### config.mk
export PLATFORM = sky130hd
export DESIGN_NAME = pipe_stage_reg
export DESIGN_NICKNAME = d
export VERILOG_FILES = /design/src/rtl/pipe_stage_reg.sv
export SDC_FILE = /design/constraint.sdc
export NUM_CORES = 1
export LEC_CHECK = 0
export ABC_AREA = 1
export CAP_MARGIN = 20
export CORE_ASPECT_RATIO = 1.1
export CORE_MARGIN = 2
export CORE_UTILIZATION = 42
export CTS_CLUSTER_SIZE = 8
export DETAILED_ROUTE_END_ITERATION = 16
export PLACE_DENSITY = 0.81
export SLEW_MARGIN = 5
export SYNTH_ARGS = -nofsm -noshare
export SYNTH_HDL_FRONTEND = slang
export SYNTH_SLANG_ARGS = --single-unit
### constraint.sdc
create_clock -name clk -period 1.7 [get_ports clk]
set_input_delay 0.34 -clock clk [delete_from_list [all_inputs] [get_ports clk]]
set_output_delay 0.34 -clock clk [all_outputs]
set_load 0.02 [all_outputs]
### src/rtl/pipe_stage_reg.sv
// Inter-stage pipeline register with valid/ready handshake, flush, bubble insertion
// and saturating bubble counter. Define PIPE_SKID_EN for the two-entry skid variant.
module pipe_stage_reg #(
  parameter int                 DATA_W = 32,
  parameter logic [DATA_W-1:0]  BUBBLE = {DATA_W{1'b0}},
  parameter int                 CNT_W  = 16
) (
  input  logic              clk,
  input  logic              rst,
  input  logic              flush,
  input  logic              in_valid,
  output logic              in_ready,
  input  logic [DATA_W-1:0] in_data,
  output logic              out_valid,
  input  logic              out_ready,
  output logic [DATA_W-1:0] out_data,
  output logic [1:0]        occupancy,
  output logic [CNT_W-1:0]  bubble_cnt
);

  logic              main_valid_r;
  logic [DATA_W-1:0] main_data_r;
  logic [1:0]        occ_r;
  logic [CNT_W-1:0]  cnt_r;

  logic              main_valid_s;
  logic [DATA_W-1:0] main_data_s;
  logic [1:0]        occ_s;
  logic [CNT_W-1:0]  cnt_s;
  logic              accept_s;
  logic              pop_s;

`ifdef PIPE_SKID_EN
  logic              skid_valid_r;
  logic [DATA_W-1:0] skid_data_r;
  logic              skid_valid_s;
  logic [DATA_W-1:0] skid_data_s;

  // Registered ready: the stage can always take one more word while skid is empty.
  assign in_ready = !rst && !skid_valid_r;
`else
  assign in_ready = !rst && (!main_valid_r || out_ready);
`endif

  assign accept_s   = in_valid && in_ready;
  assign pop_s      = main_valid_r && out_ready;
  assign out_valid  = main_valid_r;
  assign out_data   = main_data_r;
  assign occupancy  = occ_r;
  assign bubble_cnt = cnt_r;

`ifdef PIPE_SKID_EN
  // Next-state for main and skid entries; skid always drains into main first.
  always_comb begin
    main_valid_s = main_valid_r;
    main_data_s  = main_data_r;
    skid_valid_s = skid_valid_r;
    skid_data_s  = skid_data_r;
    if (flush) begin
      main_valid_s = 1'b0;
      main_data_s  = BUBBLE;
      skid_valid_s = 1'b0;
      skid_data_s  = BUBBLE;
    end else if (!main_valid_r) begin
      if (accept_s) begin
        main_valid_s = 1'b1;
        main_data_s  = in_data;
      end else begin
        main_valid_s = 1'b0;
      end
    end else if (pop_s) begin
      if (skid_valid_r) begin
        main_valid_s = 1'b1;
        main_data_s  = skid_data_r;
        skid_valid_s = 1'b0;
        skid_data_s  = BUBBLE;
      end else if (accept_s) begin
        main_valid_s = 1'b1;
        main_data_s  = in_data;
      end else begin
        main_valid_s = 1'b0;
        main_data_s  = BUBBLE;
      end
    end else begin
      if (accept_s) begin
        skid_valid_s = 1'b1;
        skid_data_s  = in_data;
      end else begin
        skid_valid_s = skid_valid_r;
      end
    end
    occ_s = {1'b0, main_valid_s} + {1'b0, skid_valid_s};
  end
`else
  // Next-state for the single main entry; a bubble is loaded whenever it empties.
  always_comb begin
    main_valid_s = main_valid_r;
    main_data_s  = main_data_r;
    if (flush) begin
      main_valid_s = 1'b0;
      main_data_s  = BUBBLE;
    end else if (accept_s) begin
      main_valid_s = 1'b1;
      main_data_s  = in_data;
    end else if (pop_s) begin
      main_valid_s = 1'b0;
      main_data_s  = BUBBLE;
    end else begin
      main_valid_s = main_valid_r;
    end
    occ_s = {1'b0, main_valid_s};
  end
`endif

  // Saturating count of cycles where downstream was ready but nothing was offered.
  always_comb begin
    cnt_s = cnt_r;
    if (out_ready && !main_valid_r && (cnt_r != {CNT_W{1'b1}})) begin
      cnt_s = cnt_r + {{(CNT_W-1){1'b0}}, 1'b1};
    end else begin
      cnt_s = cnt_r;
    end
  end

  // State registers with synchronous reset.
  always_ff @(posedge clk) begin
    if (rst) begin
      main_valid_r <= 1'b0;
      main_data_r  <= BUBBLE;
      occ_r        <= 2'd0;
      cnt_r        <= {CNT_W{1'b0}};
`ifdef PIPE_SKID_EN
      skid_valid_r <= 1'b0;
      skid_data_r  <= BUBBLE;
`endif
    end else begin
      main_valid_r <= main_valid_s;
      main_data_r  <= main_data_s;
      occ_r        <= occ_s;
      cnt_r        <= cnt_s;
`ifdef PIPE_SKID_EN
      skid_valid_r <= skid_valid_s;
      skid_data_r  <= skid_data_s;
`endif
    end
  end

endmodule

==> metrics.cfg <==
[clock_network]
cts_tree=yes
htree_levels=2
postCtsSetupRepairBufs=0
clkTransAtPathRegs_ns=0.09
clockBufferDepth=2
insertion_delay_ns=0.30
root_buffer=clkbuf_8
cts_buffers=5
clock_sinks=49

[grt]
grt_overflow_total=0
grt_pass1_wl_microns=9290
grt_usage_pct=20.5
grt_pass1_vias=2146
grt_start_max_net_pins=34
grt_antenna_before_repair=0

[flow_run]
maxCapViolCount=0

[worst_setup_path]
criticalPathCategory=reg2out
cp_num_buf_inv=1
cp_max_fo=4
critPathArrivalTime_ns=1.29
max_stage_delay_ns=0.62
path_delay_family=buffers and inverters
crit_chain=clkdlybuf4s50_1
cpMaxStageDelayCell=clkdlybuf4s50_1
worst_setup_path_start_kind=flip-flop
worstPathRequired_ns=1.36
crit_path_end_kind=output port

[synthesis]
avgSynthCellArea_sq_um=6.92
yosys.cell_count.top_type=nand2_1
synth_compound_area_share_pct=11.2
synthTopCellsByCount=nand2_1, dfxtp_1, a21oi_1
async_flop_share_pct=0
ys.flop_type=dfxtp_1
syn-cell-area_sq_um=2140
yosys-top-cells-area=dfxtp_1, nand2_1, a21oi_1, nor2_1, nand3_1
synthSimpleGateAreaFrac_pct=33.9
synth_seq_cells=49
synth_top_area_cell=dfxtp_1
synth_edf_count=0
muxShareOfSynthArea_pct=0
synth_top_family_by_area=simple AND/OR/NAND/NOR gates
yosys_warnings=0
synth_top_area_share_pct=45.8
syn_inst=309
ys_seq_area_share_pct=45.8
yosys.area_share.xor_xnor_pct=0
synth_fa_ha_area_share_pct=0.585
syn-num-nets=347
synth_cell_type_count=21

[layout]
diodes=0
fillers=421
utilization_pct=65.0
fin_area_sq_um=3230
layout-drive-gt1-share_pct=8.21
nets=439
areaGrowthSynthToFinish_pct=50.8

[floorplan]
die_y_microns=78.9
num_io_pins=89
start_util_pct=43.1
core_area_sq_um=4970
row_count=27
die_w_microns=72.1
dieArea_sq_um=5680

[placed_design]
gp_congestion=0.864
place_area_sq_um=3130
hpwl_microns=3970
port_buffers=87

[route]
drtIter0Drc=94
wl_per_cell_microns=12.0
vias=2262
drtPass1Iterations=4
avgViaCountPerCell=4.92
drc=0
wirelength_microns=5500
drtAntennaViolNets=0

[timing]
max_clock_freq_mhz=615
drv_slew=0
tns_ns=0
rsz0062_at_grt=false
period_needed_ns=1.63
clock_skew_ns=0.00225
setup_viol=0
hold_viol=0
fin_crit_sh_pct=95.7

[power]
p_leak_uw=0.00137
ir_worst_vdd_uv=426
power.density_nw_per_um2=668

[outcome]
status=complete, no violations

[hold_path]
min_path_type=reg2reg

logic make-up (layout without fill, tap and decap cells):
| kind of cell | count (synthesis) | in the layout |
|---|---|---|
| AND/OR/NAND/NOR | 173 | 173 |
| buffers and inverters | 37 | 130 |
| AO/OA/AOI/OAI | 48 | 48 |
| adder cells (fa/ha/maj) | 1 | 1 |
| other | 1 | 1 |
| flip-flops | 49 | 49 |
registers in the layout, indices dropped and copies added, names as in the netlist:
signal,cells
bubble_cnt,16
occupancy,1
out_data,32
through the flow:
stage / hold WS [ns] / std cells / total power (uW) / worst slack [ns]
after floorplan: 0.488 / 309 / 1340 / 0.200
after global placement: 0.447 / 452 / 1500 / -0.300
after detailed placement: 0.453 / 452 / 1510 / -0.309
after CTS: 0.464 / 460 / 2180 / 0.00860
after global routing: 0.479 / 460 / 2250 / 0.0131
final: 0.464 / 460 / 2150 / 0.0733
cell usage in the layout (no fill, tap or decap):
cell type          n
nor2_4             1
buf_4              8
inv_2              3
nand2_1          104
conb_1             1
nor3_1             2
nor3b_2            1
dfxtp_1           48
nor2_2             3
clkbuf_1           2
clkinvlp_4         1
nand3_1           20
clkbuf_8           5
buf_12             4
nand2_2            2
nand3b_1           1
inv_1             20
o21ai_0            3
clkdlybuf4s50_1   70
dfxtp_2            1
a21oi_1           45
nor2_1            36
dlygate4sd2_1      8
ha_1               1
dlymetal6s2s_1     8
buf_2              1
nand3_2            3
path summary, 6_finish.rpt:
check / startpoint / endpoint / slack (ns) / cells after the start
worst max register to register: bubble_cnt[0] / bubble_cnt[6] / 0.19 / 7
worst min-delay path: out_data[15] / out_data[15] / 0.46 / 2
worst min register to register: out_data[15] / out_data[15] / 0.46 / 2
worst max-delay path: bubble_cnt[15] / bubble_cnt[15] / 0.07 / 1
repair_timing:
| action | in CTS | in global routing |
|---|---|---|
| hold buffers | 0 | 0 |
| setup endpoints to repair | 9 | 10 |
| resized for setup | 11 | 11 |
| pin swaps | 0 | 0 |
| hold endpoints to repair | 0 | 0 |
| cloned | 0 | 0 |
layer usage:
layer / share of wire [%] / vias to the layer above / track usage (%)
met3: 10 / 7 / 9.52
met2: 48 / 71 / 34.6
li1: - / 1156 / -
met5: 0 / - / 0
met1: 40 / 1028 / 22.9
met4: 1.4 / 0 / 6.23
where the power goes:
| part | internal (uW) | total (uW) | leakage, uW | switching (uW) |
|---|---|---|---|---|
| Combinational | 157 | 295 | 0.000939 | 138 |
| Clock | 292 | 675 | 0.0000385 | 383 |
| Sequential | 1170 | 1180 | 0.000397 | 14.6 |
layout make-up:
| cell class | count | area [sq um] | area share [%] |
|---|---|---|---|
| multi-input cells | 223 | 985 | 30.5 |
| repair buffers | 99 | 1020 | 31.5 |
| flip-flops and latches | 49 | 982 | 30.4 |
| clock inverters | 1 | 7.51 | 0.233 |
| well taps | 58 | 72.6 | 2.25 |
| clock buffers | 7 | 76.3 | 2.37 |
| inverters | 23 | 86.3 | 2.68 |
No activity file was read; power rests on OpenSTA's default activity.
